[config.mk]
export PLATFORM = sky130hd
export DESIGN_NAME = ctrl_multiciclo
export DESIGN_NICKNAME = d
export VERILOG_FILES = /design/src/rtl/ctrl_multiciclo_pkg.sv /design/src/rtl/ctrl_multiciclo.sv
export SDC_FILE = /design/constraint.sdc
export NUM_CORES = 1
export LEC_CHECK = 0
export ABC_CLOCK_PERIOD_IN_PS = 4100
export CAP_MARGIN = 30
export CORE_MARGIN = 1.5
export CORE_UTILIZATION = 36
export DETAILED_ROUTE_END_ITERATION = 16
export HOLD_SLACK_MARGIN = 0.1
export PLACE_DENSITY_LB_ADDON = 0.25
export SLEW_MARGIN = 15
export SYNTH_ARGS = -nofsm -noshare
export SYNTH_HDL_FRONTEND = slang
export SYNTH_SLANG_ARGS = --single-unit
[constraint.sdc]
create_clock -name clk -period 4.1 [get_ports clk]
set_input_delay 1.23 -clock clk [delete_from_list [all_inputs] [get_ports clk]]
set_output_delay 1.23 -clock clk [all_outputs]
set_load 0.01 [all_outputs]
[src/rtl/ctrl_multiciclo_pkg.sv]
// Shared encodings for the multicycle MIPS main control unit: opcodes, ALUOp codes and
// the 4-bit state codes exposed on the debug port.
package ctrl_multiciclo_pkg;

  localparam logic [5:0] OpRtype = 6'h00;
  localparam logic [5:0] OpJ     = 6'h02;
  localparam logic [5:0] OpBeq   = 6'h04;
  localparam logic [5:0] OpBne   = 6'h05;
  localparam logic [5:0] OpAddi  = 6'h08;
  localparam logic [5:0] OpLw    = 6'h23;
  localparam logic [5:0] OpSw    = 6'h2B;

  localparam logic [5:0] FunctJr = 6'h08;

  localparam logic [1:0] AluOpAdd   = 2'b00;
  localparam logic [1:0] AluOpSub   = 2'b01;
  localparam logic [1:0] AluOpRtype = 2'b10;

  typedef enum logic [3:0] {
    StRst    = 4'd0,
    StFetch  = 4'd1,
    StDecode = 4'd2,
    StMemAdr = 4'd3,
    StMemRd  = 4'd4,
    StMemWb  = 4'd5,
    StMemWr  = 4'd6,
    StREx    = 4'd7,
    StRWb    = 4'd8,
    StBranch = 4'd9,
    StJump   = 4'd10,
    StJr     = 4'd11,
    StAddiEx = 4'd12,
    StAddiWb = 4'd13
  } state_e;

endpackage

[src/rtl/ctrl_multiciclo.sv]
// Moore main control FSM for the multicycle MIPS datapath: sequences fetch, decode,
// execute, memory and write-back and drives the datapath strobes from the state alone.
module ctrl_multiciclo
  import ctrl_multiciclo_pkg::*;
(
  input  logic       clk,
  input  logic       rst,
  input  logic [5:0] opcode,
  input  logic [5:0] funct,
  input  logic       zero,
  output logic       PCWrite,
  output logic       PCWriteCond,
  output logic       PCWriteCondNe,
  output logic       IorD,
  output logic       MemRead,
  output logic       MemWrite,
  output logic       IRWrite,
  output logic       MemtoReg,
  output logic       RegDst,
  output logic       RegWrite,
  output logic       ALUSrcA,
  output logic [1:0] ALUSrcB,
  output logic [1:0] ALUOp,
  output logic [1:0] PCSource,
  output logic [3:0] state
);

  state_e state_q, state_d;

  // The zero flag is qualified by PCWriteCond/PCWriteCondNe in the datapath's PC-load logic.
  logic unused_zero;
  assign unused_zero = zero;

  always_ff @(posedge clk) begin
    if (rst) begin
      state_q <= StRst;
    end else begin
      state_q <= state_d;
    end
  end

  always_comb begin
    state_d = StRst;
    case (state_q)
      StRst:   state_d = StFetch;
      StFetch: state_d = StDecode;
      StDecode: begin
        case (opcode)
          OpLw, OpSw:   state_d = StMemAdr;
          OpRtype:      state_d = (funct == FunctJr) ? StJr : StREx;
          OpBeq, OpBne: state_d = StBranch;
          OpJ:          state_d = StJump;
          OpAddi:       state_d = StAddiEx;
          default:      state_d = StFetch;
        endcase
      end
      StMemAdr: state_d = (opcode == OpLw) ? StMemRd : StMemWr;
      StMemRd:  state_d = StMemWb;
      StMemWb:  state_d = StFetch;
      StMemWr:  state_d = StFetch;
      StREx:    state_d = StRWb;
      StRWb:    state_d = StFetch;
      StBranch: state_d = StFetch;
      StJump:   state_d = StFetch;
      StJr:     state_d = StFetch;
      StAddiEx: state_d = StAddiWb;
      StAddiWb: state_d = StFetch;
      default:  state_d = StRst;
    endcase
  end

  always_comb begin
    PCWrite       = 1'b0;
    PCWriteCond   = 1'b0;
    PCWriteCondNe = 1'b0;
    IorD          = 1'b0;
    MemRead       = 1'b0;
    MemWrite      = 1'b0;
    IRWrite       = 1'b0;
    MemtoReg      = 1'b0;
    RegDst        = 1'b0;
    RegWrite      = 1'b0;
    ALUSrcA       = 1'b0;
    ALUSrcB       = 2'b00;
    ALUOp         = AluOpAdd;
    PCSource      = 2'b00;
    case (state_q)
      StFetch: begin
        MemRead = 1'b1;
        IRWrite = 1'b1;
        ALUSrcB = 2'b01;
        PCWrite = 1'b1;
      end
      // Speculative branch target (PC + imm<<2) parked in ALUOut.
      StDecode: ALUSrcB = 2'b11;
      StMemAdr, StAddiEx: begin
        ALUSrcA = 1'b1;
        ALUSrcB = 2'b10;
      end
      StMemRd: begin
        MemRead = 1'b1;
        IorD    = 1'b1;
      end
      StMemWb: begin
        RegWrite = 1'b1;
        MemtoReg = 1'b1;
      end
      StMemWr: begin
        MemWrite = 1'b1;
        IorD     = 1'b1;
      end
      StREx: begin
        ALUSrcA = 1'b1;
        ALUOp   = AluOpRtype;
      end
      StRWb: begin
        RegWrite = 1'b1;
        RegDst   = 1'b1;
      end
      // Only output with an input dependency: beq vs bne picks the conditional strobe.
      StBranch: begin
        ALUSrcA       = 1'b1;
        ALUOp         = AluOpSub;
        PCSource      = 2'b01;
        PCWriteCond   = (opcode == OpBeq);
        PCWriteCondNe = (opcode == OpBne);
      end
      StJump: begin
        PCWrite  = 1'b1;
        PCSource = 2'b10;
      end
      StJr: begin
        PCWrite  = 1'b1;
        PCSource = 2'b11;
      end
      StAddiWb: RegWrite = 1'b1;
      default: ;
    endcase
  end

  assign state = state_q;

endmodule

# Word-level counts from Yosys, hierarchy flattened

Index checks and enable logic that the tools add are counted.

Add/sub/neg operators: 0
Bitwise logic cells: 0
Equality and inequality tests: 20
Muxes and demuxes: 18
Shift-type cells: 0
Reduce and logical (&&, ||, !) cells: 11
Div/mod/pow operators: 0
Multiply operators: 0
Order comparisons: 0

Operators by type and width:

| kind                                                            | number |
|---|---|
| 4-bit case mux with 7 select lines                              | 1 |
| 4-bit == test, second input constant                            | 6 |
| 4-bit case mux with 5 select lines                              | 1 |
| 4-bit by 3-bit == test with 1-bit output, second input constant | 4 |
| 6-bit by 3-bit == test with 1-bit output, second input constant | 2 |
| 6-bit by 4-bit == test with 1-bit output, second input constant | 2 |
| 6-bit == test, second input constant                            | 2 |
| 2-bit case mux with 3 select lines                              | 2 |
| 1-bit two-way mux                                               | 11 |
| 2-bit OR reduction                                              | 5 |
| 4-bit by 2-bit == test with 1-bit output, second input constant | 2 |
| 8-bit OR reduction                                              | 1 |
| 6-bit by 2-bit == test with 1-bit output, second input constant | 1 |
| 6-bit zero test                                                 | 1 |
| 3-bit OR reduction                                              | 2 |
| 4-bit by 1-bit == test with 1-bit output, second input constant | 1 |
| 4-bit zero test                                                 | 1 |
| 4-bit two-way mux                                               | 1 |
| 2-bit case mux with 2 select lines                              | 1 |
| 4-bit OR reduction                                              | 1 |
| 2-bit two-way mux                                               | 1 |

Register bits after elaboration: 4
Output and inout bits: 21
Logic and storage cells: 50
RAM bits: 0
Input bits: 15
Latch bits: 0
Memories: 0
ROM bits: 0

# Depth between registers and ports, before layout

Gate-level depths: netlist of the first run.

Depth after elaboration: 4
Depth in mapped cells: 5
Mapped depth without buffers: 4

# Least setup slack after synthesis of the first run

Ideal clock, no wire load.

Path type: input to output
Start point: input opcode[5]
End point: output PCWriteCond
Path buffers: 0
Stages: 3
Path slack: 0.831 ns
Arrival time: 2.039 ns
Required time: 2.870 ns
Cells stage by stage: nor3_1 > nand2_1 > nor4b_1

Longest elaborated chain between the ends: 2

Ends and longest elaborated chain:

| element                                  | RTL line               | source |
|---|---|---|
| start: declaration                       | ctrl_multiciclo.sv:8   | `input logic [5:0] opcode,` |
| 6-bit by 3-bit == test with 1-bit output | ctrl_multiciclo.sv:125 | `PCWriteCond = (opcode == OpBeq);` |
| 1-bit two-way mux                        | ctrl_multiciclo.sv:87  | `case (state_q)` |
| end: declaration                         | ctrl_multiciclo.sv:12  | `output logic PCWriteCond,` |

No other way between the ends.

# Worst setup path in the final report of the first run

Ends and elaborated chain as after synthesis.

==> out/qor.tcl, run 1 <==
set qor(outcome) {finished, final reports clean}
set qor(final_clock_period_utilization_by_the_worst_path) 0.9826
set qor(synth-compound-area-share) 0.2557
set qor(synthesis.nets) 90
set qor(cellLeakagePower_nw) 0.3166
set qor(dominant_combinational_cell_family_by_area_after_synthesis) {simple AND/OR/NAND/NOR gates}
set qor(hold_buffers) 0
set qor(h-tree-depth) 1
set qor(height_of_the_die_um) 40.05
set qor(clk_pin_slew_worst_paths_ps) 40
set qor(final_cells) 125
set qor(placeableCoreArea_um2) 1285
set qor(largest_reg_flops) 4
set qor(element_type_at_the_critical_path_end) {output port}
set qor(crit_path_max_fanout) 2
set qor(synth.mux.area_fraction) 0.02278
set qor(final_gp_congestion) 0.9074
set qor(ant_nets) 0
set qor(grt_pass1_vias) 553
set qor(routed-via-count) 688
set qor(post_synth_xor_area_fraction) 0.03544
set qor(globalRoute.totalOverflow) 0
set qor(layout_min_cycle_time_ps) 4029
set qor(remaining_drc_errors) 0
set qor(library_cells_used_by_synthesis) 32
set qor(sequential_fraction_of_the_synthesis_area) 0.1620
set qor(io_buffer_count) 34
set qor(drtIter0Drc) 10
set qor(yosys.area_share.adder) 0
set qor(timing.critical_path.buf_inv) 2
set qor(final_layout_size_suffix_gt1_frac) 0.1273
set qor(biggest_cell_delay_along_the_critical_path_ps) 580
set qor(flow.area_growth_from_synthesis_pct) 80.51
set qor(final_setup_tns_ps) 0
set qor(cts_tree) {yes}
set qor(clock_insertion_delay_worst_skew_ps) 240
set qor(cts_setup_buffers) 0
set qor(track_usage) 0.2021
set qor(cts.sink_count) 4
set qor(cts.repair.resized) 1
set qor(grt_max_degree) 15
set qor(syn_area_per_cell_um2) 6.590
set qor(power_density_nw_per_um2) 212.4
set qor(critical_path_class) {in2out}
set qor(finalSetupViolCount) 0
set qor(timing.final.max_slew_violations) 0
set qor(holdWs_ps) 700.4
set qor(power.total_uw) 189.5
set qor(synth_simple_gate_area_share) 0.4354
set qor(cp-start-kind) {input port}
set qor(worst_hold_path_type) {reg2reg}
set qor(slew-limit-headroom) 0.7042
set qor(ctsLongestPathBuffers) 2
set qor(timing.critical_path.cells) {clkdlybuf4s50_1, nor3_2, nand2_1, nor4b_1, clkdlybuf4s50_1}
set qor(routedWlPerCell_um) 11.26
set qor(timing.critical_path.slowest_stage_cell) {clkdlybuf4s50_1}
set qor(grt_first_pass_wirelength_mm) 2.270
set qor(tightest_pin_transition_ps) 443.1
set qor(max_cap_violations) 0
set qor(crit_family) {buffers and inverters}
set qor(ios) 36
set qor(floorplan.die.width_um) 40.05
set qor(drt-vias-per-instance) 5.504
set qor(route.final.wire_length_mm) 1.408
set qor(initial_utilization) 0.3846
set qor(timing.fmax_mhz) 248.2
set qor(finalHoldViolCount) 0
set qor(required_ps) 2870
set qor(path_common_cell) {clkdlybuf4s50_1}
set qor(fin_nets) 127
set qor(layout.filler_cells) 126
set qor(numPlacedInstances) 122
set qor(num_rows) 13
set qor(cts_root_buffer) {clkbuf_4}
set qor(ys_ff_latch) 4
set qor(num_antenna_cells) 0
set qor(area_of_the_mapped_netlist_um2) 494.2
set qor(hpwl_mm) 1.136
set qor(ys.warnings.count) 0
set qor(clock_skew_ps) 7.770
set qor(cp.arrival_ps) 2800
set qor(synthCells) 75
set qor(antenna_found_initial) 0
set qor(numCtsBuffers) 3
set qor(ir_worst_vdd_mv) 0.2026
set qor(die_area_um2) 1604
set qor(first_pass_iters) 4
## synthesized netlist by cell type
| cell type | instances | area, µm² |
|---|---|---|
| o2bb2a_1 | 1 | 10.01 |
| nand2b_1 | 2 | 12.51 |
| a221oi_2 | 1 | 15.01 |
| nor2_1 | 9 | 33.78 |
| nand2_1 | 5 | 18.77 |
| a21oi_1 | 6 | 30.03 |
| nor4bb_1 | 1 | 10.01 |
| nand4_1 | 1 | 6.260 |
| nor4b_1 | 2 | 17.52 |
| or3_1 | 1 | 6.260 |
| inv_2 | 1 | 3.750 |
| nor3b_1 | 3 | 22.52 |
| clkbuf_1 | 5 | 18.77 |
| or2_1 | 3 | 18.77 |
| nor4_1 | 2 | 12.51 |
| buf_2 | 2 | 10.01 |
| o22ai_1 | 1 | 6.260 |
| a31o_2 | 1 | 8.760 |
| o21ai_1 | 1 | 5.000 |
| o311ai_1 | 2 | 17.52 |
| a221oi_1 | 1 | 8.760 |
| o2111ai_1 | 1 | 8.760 |
| mux2_2 | 1 | 11.26 |
| dfxtp_1 | 4 | 80.08 |
| buf_1 | 1 | 3.750 |
| xnor2_1 | 2 | 17.52 |
| nor3_1 | 7 | 35.03 |
| and2_1 | 1 | 6.260 |
| o31a_1 | 1 | 8.760 |
| inv_1 | 2 | 7.510 |
| nand3_1 | 3 | 15.01 |
| a21o_1 | 1 | 7.510 |
## worst register-to-register path: stages, from the launching register on
cell	delay, ps
dfxtp_1	420
or2_1	340
or2_1	270
o31a_1	320
a221oi_2	220
## final timing paths
kind | start | endpoint | slack, ps | cells after the start
setup / recovery | opcode[5] | PCWriteCond | 70 | 5
hold / removal | state[1] | state[3] | 700 | 2
setup reg to reg | state[3] | state[3] | 2440 | 4
hold reg to reg | state[1] | state[3] | 700 | 2
## power by group
group | internal [mW] | switching, mW
sequential | 0.0421 | 0.00947
combinational | 0.0522 | 0.0373
clock | 0.0327 | 0.0158
## kinds of logic (layout without fill, tap and decap cells)
family / after synthesis / count (layout)
compound gates: 17 / 17
xor+xnor: 2 / 2
flops: 4 / 4
simple gates: 40 / 40
buf+inv: 11 / 46
mux: 1 / 1
## cells in the final DEF, fill, tap and decap left out, types with 2 or more instances in the layout
| cell type | Yosys | routed |
|---|---|---|
| o311ai_1 | 2 | 2 |
| nand2b_1 | 2 | 2 |
| nor4_1 | 2 | 2 |
| clkbuf_4 | 0 | 3 |
| xnor2_1 | 2 | 2 |
| nor2_1 | 9 | 9 |
| nand2_1 | 5 | 5 |
| buf_4 | 0 | 6 |
| nand3_1 | 3 | 3 |
| nor3_1 | 7 | 6 |
| or2_1 | 3 | 3 |
| dfxtp_1 | 4 | 4 |
| inv_1 | 2 | 2 |
| nor3b_1 | 3 | 3 |
| clkdlybuf4s50_1 | 0 | 33 |
| nor4b_1 | 2 | 2 |
| a21oi_1 | 6 | 6 |
## layer usage
layer	vias to the layer above	track usage	share of wire
met2	29	0.3508	0.50
li1	349	-	-
met5	-	0	0
met1	310	0.2640	0.44
met4	0	0	0
met3	0	0.05000	0.057
## layout make-up
cell class                      instances  area (µm²)  area share
Multi-Input combinational cell         60       375.4      0.4208
Timing Repair Buffer                   40       384.1      0.4306
Tap cell                               15       18.77     0.02104
Sequential cell                         4       80.08     0.08976
Clock buffer                            3       22.52     0.02525
Inverter                                3       11.26     0.01262
## metrics by stage
step	util	cell area [µm²]	setup WS [ps]
global placement	0.6738	865.8	39.25
global route	0.6943	892.1	-0.6313
detailed placement	0.6738	865.8	-26.73
finish	0.6943	892.1	71.35
floorplan	-	494.2	831.4
CTS	0.6904	887.1	2.816
No activity file was read; power rests on OpenSTA's default activity.
==> run 2: changes to the inputs <==
--- a/config.mk
+++ b/config.mk
@@ -11,7 +11,7 @@
 export CORE_UTILIZATION = 36
 export DETAILED_ROUTE_END_ITERATION = 16
 export HOLD_SLACK_MARGIN = 0.1
-export PLACE_DENSITY_LB_ADDON = 0.25
+export PLACE_DENSITY = 0.91
 export SLEW_MARGIN = 15
 export SYNTH_ARGS = -nofsm -noshare
 export SYNTH_HDL_FRONTEND = slang
==> run 2 against run 1 <==
Net effect:
- register-to-register slack about the same
- cell count unchanged
- critical path depth unchanged
- total power up 3.4%
- non-clock buffer count did not move
- hold slack better by 24 ps
- critical path type unchanged
- critical endpoint is now PCWriteCondNe
- largest power group unchanged
==> out/qor.tcl, run 2 (same netlist as run 1, synthesis figures left out) <==
set qor(outcome) {finished, final reports clean}
set qor(cts_setup_buffers) 0 ;# unchanged
set qor(worst_hold_path_type) {reg2reg}
set qor(height_of_the_die_um) 40.05 ;# unchanged
set qor(final_gp_congestion) 0.9078 ;# about the same
set qor(final_common_cell) {clkdlybuf4s50_1}
set qor(grt_max_degree) 15 ;# unchanged
set qor(initial_utilization) 0.3846 ;# unchanged
set qor(slew-limit-headroom) 0.6850 ;# -0.01917
set qor(power_density_nw_per_um2) 219.0 ;# +3.1%
set qor(rsz0062_at_grt) {false}
set qor(final_cells) 125 ;# unchanged
set qor(antenna_found_initial) 0 ;# unchanged
set qor(layout.filler_cells) 115 ;# -8.7%
set qor(track_usage) 0.2342 ;# +0.03215
set qor(finalSetupViolCount) 0 ;# unchanged
set qor(num_antenna_cells) 0 ;# unchanged
set qor(io_buffer_count) 34 ;# unchanged
set qor(clock_insertion_delay_worst_skew_ps) 250 ;# about the same
set qor(crit_path_max_fanout) 2 ;# unchanged
set qor(cp-start-kind) {input port}
set qor(element_type_at_the_critical_path_end) {output port}
set qor(ios) 36 ;# unchanged
set qor(ir_worst_vdd_mv) 0.1316 ;# -35%
set qor(route.final.wire_length_mm) 1.634 ;# +16%
set qor(drtIter0Drc) 27 ;# +17
set qor(final_layout_size_suffix_gt1_frac) 0.1273 ;# unchanged
set qor(remaining_drc_errors) 0 ;# unchanged
set qor(ctsLongestPathBuffers) 2 ;# unchanged
set qor(timing.fmax_mhz) 262.8 ;# +5.9%
set qor(globalRoute.totalOverflow) 0 ;# unchanged
set qor(cellLeakagePower_nw) 0.3353 ;# +5.9%
set qor(timing.final.max_slew_violations) 0 ;# unchanged
set qor(floorplan.die.width_um) 40.05 ;# unchanged
set qor(grt_first_pass_wirelength_mm) 2.546 ;# +12%
set qor(cts_root_buffer) {clkbuf_4}
set qor(crit_start) {opcode[5]}
set qor(cts_tree) {yes}
set qor(clk_pin_slew_worst_paths_ps) 40 ;# about the same
set qor(cp.arrival_ps) 2580 ;# -220 ps
set qor(min-delay-start) {state[1]}
set qor(h-tree-depth) 1 ;# unchanged
set qor(numCtsBuffers) 3 ;# unchanged
set qor(largest_reg_flops) 4 ;# unchanged
set qor(final_design_area_no_fill_um2) 894.6 ;# +0.28%
set qor(num_rows) 13 ;# unchanged
set qor(required_ps) 2870 ;# about the same
set qor(flow.area_growth_from_synthesis_pct) 81.01
set qor(placed_cell_area_um2) 865.8 ;# unchanged
set qor(die_area_um2) 1604 ;# unchanged
set qor(hold_buffers) 0 ;# unchanged
set qor(holdWs_ps) 724.7 ;# +24.30 ps
set qor(hpwl_mm) 1.249 ;# +10%
set qor(first_pass_iters) 4 ;# unchanged
set qor(timing.rr.start) {state[2]}
set qor(clock_skew_ps) 9.080 ;# +1.310 ps
set qor(max_cap_violations) 0 ;# unchanged
set qor(finalHoldViolCount) 0 ;# unchanged
set qor(routed-via-count) 715 ;# +3.9%
set qor(final_clock_period_utilization_by_the_worst_path) 0.9282 ;# -0.05443
set qor(critical_path_class) {in2out}
set qor(placeableCoreArea_um2) 1285 ;# unchanged
set qor(layout_min_cycle_time_ps) 3805 ;# -223.1 ps
set qor(cts.sink_count) 4 ;# unchanged
set qor(routedWlPerCell_um) 13.07 ;# +16%
set qor(fin_nets) 127 ;# unchanged
set qor(ant_nets) 0 ;# unchanged
set qor(mostFrequentLayoutCells) {32 x clkdlybuf4s50_1, 9 x nor2_1, 6 x nor3_1, 6 x a21oi_1, 6 x buf_4}
set qor(hold_path_depth) 2 ;# unchanged
set qor(numPlacedInstances) 122 ;# unchanged
set qor(tightest_pin_transition_ps) 471.8 ;# +28.71 ps
set qor(multi_input_area_um2) 375.4 ;# unchanged
set qor(reg2reg_depth) 4 ;# unchanged
set qor(drt-vias-per-instance) 5.720 ;# +3.9%
set qor(seq_area_um2) 80.08 ;# unchanged
set qor(grt_pass1_vias) 607 ;# +9.8%
[run 2: cell count changes in the layout (fill, tap and decap cells not counted)]
| cell | before | now |
|---|---|---|
| clkdlybuf4s50_1 | 33 | 32 |
| dlymetal6s2s_1 | 0 | 1 |
[run 2: through the flow]
| step | util | setup TNS, ps | power [mW] | setup slack, ps |
|---|---|---|---|---|
| after floorplan | - | 0 | 0.09350 | 831.4 |
| after global placement | 0.6738 | 0 | 0.1392 | 32.52 |
| after detailed placement | 0.6738 | -52.61 | 0.1421 | -52.61 |
| after CTS | 0.6904 | 0 | 0.1950 | 15.19 |
| after global routing | 0.6962 | 0 | 0.2075 | 234.3 |
| final | 0.6962 | 0 | 0.1959 | 294.5 |
[run 2: what timing repair did]
item                       4_1_cts  5_1_grt
hold endpoints to repair         0        0
setup endpoints to repair        1        1
resized for setup                1        2
[run 2: report_power, final]
group	switching [mW]	leakage, nW	internal (mW)
sequential	0.00989	0.0328	0.0420
clock	0.0206	0.0138	0.0330
combinational	0.0382	0.289	0.0522
total	0.0687	0.335	0.127
[run 2: worst max-delay path, cell delays in order]
cell and delay, ps:
clkdlybuf4s50_1 430, nor3_2 210, nand2_1 100, nor4bb_1 300, dlygate4sd2_1 300
[run 2: path summary, 6_finish.rpt]
check / end / slack, ps
max reg2reg: state[3] / 2440
min: state[3] / 720
min reg2reg: state[3] / 720
max: PCWriteCondNe / 290
[run 2: final cells by class]
cell class,count,share of cell area
Timing Repair Buffer,40,0.4322
Multi-Input combinational cell,60,0.4196
Tap cell,15,0.02098
Inverter,3,0.01259
Sequential cell,4,0.08951
Clock buffer,3,0.02517
[run 2: routing by layer]
| layer | part of all wire | track usage | up-vias |
|---|---|---|---|
| met3 | 0.059 | 0.01667 | 5 |
| li1 | - | - | 347 |
| met1 | 0.40 | 0.2541 | 325 |
| met5 | 0 | 0 | - |
| met2 | 0.51 | 0.4516 | 38 |
| met4 | 0.027 | 0.1034 | 0 |
==> run 3: changes to the inputs <==
--- a/config.mk
+++ b/config.mk
@@ -12,6 +12,7 @@
 export DETAILED_ROUTE_END_ITERATION = 16
 export HOLD_SLACK_MARGIN = 0.1
 export PLACE_DENSITY = 0.91
+export SETUP_SLACK_MARGIN = 0.5
 export SLEW_MARGIN = 15
 export SYNTH_ARGS = -nofsm -noshare
 export SYNTH_HDL_FRONTEND = slang
==> run 3 against run 2 <==
Net effect:
- hold slack better by 2.9 ps
- sequential power about the same
- critical path type unchanged
- clock power down 2%
- highest routed layer unchanged
- register-to-register slack about the same
- first-iteration DRC count down 33%
==> out/qor.tcl, run 3 (same netlist as run 1, synthesis figures left out) <==
set qor(outcome) {finished, final reports clean}
set qor(placeableCoreArea_um2) 1285 ;# unchanged
set qor(num_antenna_cells) 0 ;# unchanged
set qor(final_clock_period_utilization_by_the_worst_path) 0.8562 ;# -0.07202
set qor(grt_pass1_vias) 638 ;# +5.1%
set qor(cellLeakagePower_nw) 0.3521 ;# +5.0%
set qor(fin_nets) 133 ;# +4.7%
set qor(final_gp_congestion) 0.9078 ;# unchanged
set qor(reg2reg_depth) 4 ;# unchanged
set qor(timing.final.max_slew_violations) 0 ;# unchanged
set qor(routed-via-count) 736 ;# +2.9%
set qor(globalRoute.totalOverflow) 0 ;# unchanged
set qor(tightest_pin_transition_ps) 468.9 ;# -2.938 ps
set qor(timing.rr.start) {state[2]}
set qor(grt_max_degree) 15 ;# unchanged
set qor(min-delay-start) {state[1]}
set qor(power_density_nw_per_um2) 213.3 ;# -2.6%
set qor(first_pass_iters) 4 ;# unchanged
set qor(fin_util) 0.7196 ;# +0.02337
set qor(holdWs_ps) 727.7 ;# +2.947 ps
set qor(element_type_at_the_critical_path_end) {output port}
set qor(initial_utilization) 0.3846 ;# unchanged
set qor(floorplan.die.width_um) 40.05 ;# unchanged
set qor(route.met3.wl_um) 84 ;# -13%
set qor(clock_insertion_delay_worst_skew_ps) 250 ;# about the same
set qor(critical_path_class) {in2out}
set qor(met1_length_um) 686 ;# +5.1%
set qor(placement.setup.worst_slack_ps) -52.61 ;# unchanged
set qor(topRoutingLayerUsed) {met4}
set qor(hpwl_mm) 1.249 ;# unchanged
set qor(routedWlPerCell_um) 13.20 ;# +0.97%
set qor(setup_ws_ps) 589.8 ;# +295.3 ps
set qor(met2_length_um) 919 ;# +9.7%
set qor(flow.area_growth_from_synthesis_pct) 87.09
set qor(worst-r2r-setup-slack_ps) 2430 ;# about the same
set qor(ios) 36 ;# unchanged
set qor(hold_path_depth) 2 ;# unchanged
set qor(reg2reg_to) {state[3]}
set qor(track_usage) 0.2514 ;# +0.01722
set qor(max_cap_violations) 0 ;# unchanged
set qor(route.final.wire_length_mm) 1.729 ;# +5.8%
set qor(mostFrequentLayoutCells) {29 x clkdlybuf4s50_1, 12 x buf_4, 9 x nor2_1}
set qor(final_common_cell) {clkdlybuf4s50_1}
set qor(timing.critical_path.slowest_stage_cell) {nor4bb_1}
set qor(holdPathEnd) {state[3]}
set qor(remaining_drc_errors) 0 ;# unchanged
set qor(antenna_found_initial) 0 ;# unchanged
set qor(cts_tree) {yes}
set qor(cp.arrival_ps) 2280 ;# -300 ps
set qor(biggest_cell_delay_along_the_critical_path_ps) 320 ;# -110 ps
set qor(slew-limit-headroom) 0.6870 ;# +0.001962
set qor(h-tree-depth) 1 ;# unchanged
set qor(die_area_um2) 1604 ;# unchanged
set qor(rsz0062_at_grt) {false}
set qor(io_buffer_count) 34 ;# unchanged
set qor(final_setup_tns_ps) 0 ;# unchanged
set qor(ir_worst_vdd_mv) 0.1289 ;# -2.1%
set qor(clock_skew_ps) 10.09 ;# +1.009 ps
set qor(drtIter0Drc) 18 ;# -33%
set qor(cp-start-kind) {input port}
set qor(timing.fmax_mhz) 284.9 ;# +8.4%
set qor(drt-vias-per-instance) 5.618 ;# -1.8%
set qor(crit_path_max_fanout) 2 ;# unchanged
set qor(required_ps) 2870 ;# about the same
set qor(timing.critical_path.cells) {dlygate4sd2_1, nor3_2, nand2_1, nor4bb_1, buf_2}
set qor(height_of_the_die_um) 40.05 ;# unchanged
set qor(numCtsBuffers) 3 ;# unchanged
set qor(cts_root_buffer) {clkbuf_4}
set qor(finalHoldViolCount) 0 ;# unchanged
set qor(finalSetupViolCount) 0 ;# unchanged
set qor(ctsLongestPathBuffers) 2 ;# unchanged
set qor(ant_nets) 0 ;# unchanged
set qor(num_rows) 13 ;# unchanged
set qor(power.total_uw) 197.2 ;# +0.66%
set qor(layout_min_cycle_time_ps) 3510 ;# -295.3 ps
set qor(final_layout_size_suffix_gt1_frac) 0.1897 ;# +0.06238
set qor(cts.sink_count) 4 ;# unchanged
set qor(grt_first_pass_wirelength_mm) 2.704 ;# +6.2%
set qor(worst_hold_path_type) {reg2reg}
set qor(clk_pin_slew_worst_paths_ps) 40 ;# about the same
set qor(largest_reg_flops) 4 ;# unchanged
## run 3: changes by cell type in the layout (fill, tap and decap cells not counted), sizes merged
cell | before | now
buf | 6 | 14
dlygate4sd2 | 1 | 3
clkdlybuf4s50 | 32 | 29
dlymetal6s2s | 1 | 0
## run 3: final cells by class
class	count	area (µm²)
Tap cell	15	18.77
Fill cell	110	360.3
Multi-Input combinational cell	60	375.4
Sequential cell	4	80.08
Clock buffer	3	22.52
Inverter	3	11.26
Timing Repair Buffer	46	416.7
## run 3: worst max path at each step
stage                         start       endpoint  slack [ps]
final                     opcode[1]  PCWriteCondNe         590
after CTS                 opcode[1]  PCWriteCondNe         600
after global placement    opcode[5]  PCWriteCondNe          30
after floorplan           opcode[5]    PCWriteCond         830
after detailed placement  opcode[5]  PCWriteCondNe         -50
after global routing      opcode[1]  PCWriteCondNe         560
## run 3: power by group
| group | internal (mW) | total (mW) | leakage [nW] | switching, mW |
|---|---|---|---|---|
| sequential | 0.0420 | 0.0519 | 0.0328 | 0.00992 |
| combinational | 0.0537 | 0.0927 | 0.305 | 0.0390 |
| clock | 0.0330 | 0.0526 | 0.0138 | 0.0196 |
## run 3: per-layer routing
metal / track usage / vias to the layer above
li1: - / 360
met1: 0.2640 / 335
met2: 0.5000 / 37
met3: 0.01667 / 4
met4: 0.1034 / 0
met5: 0 / -
## run 3: what timing repair did
action | 4_1_cts | 5_1_grt
resized for setup | 13 | 0
endpoints found under the setup margin | 2 | 0
hold buffers | 0 | 0
buffers inserted | 6 | 0
## run 3: through the flow
step	area (µm²)	std cells
after floorplan	494.2	75
after global placement	865.8	122
after detailed placement	865.8	122
after CTS	924.6	131
after global routing	924.6	131
final	924.6	131
## run 3: worst max-delay path: cells and delay by family
| kind | cells | cell delay (ps) |
|---|---|---|
| buf+inv | 2 | 440 |
| simple gates | 3 | 620 |
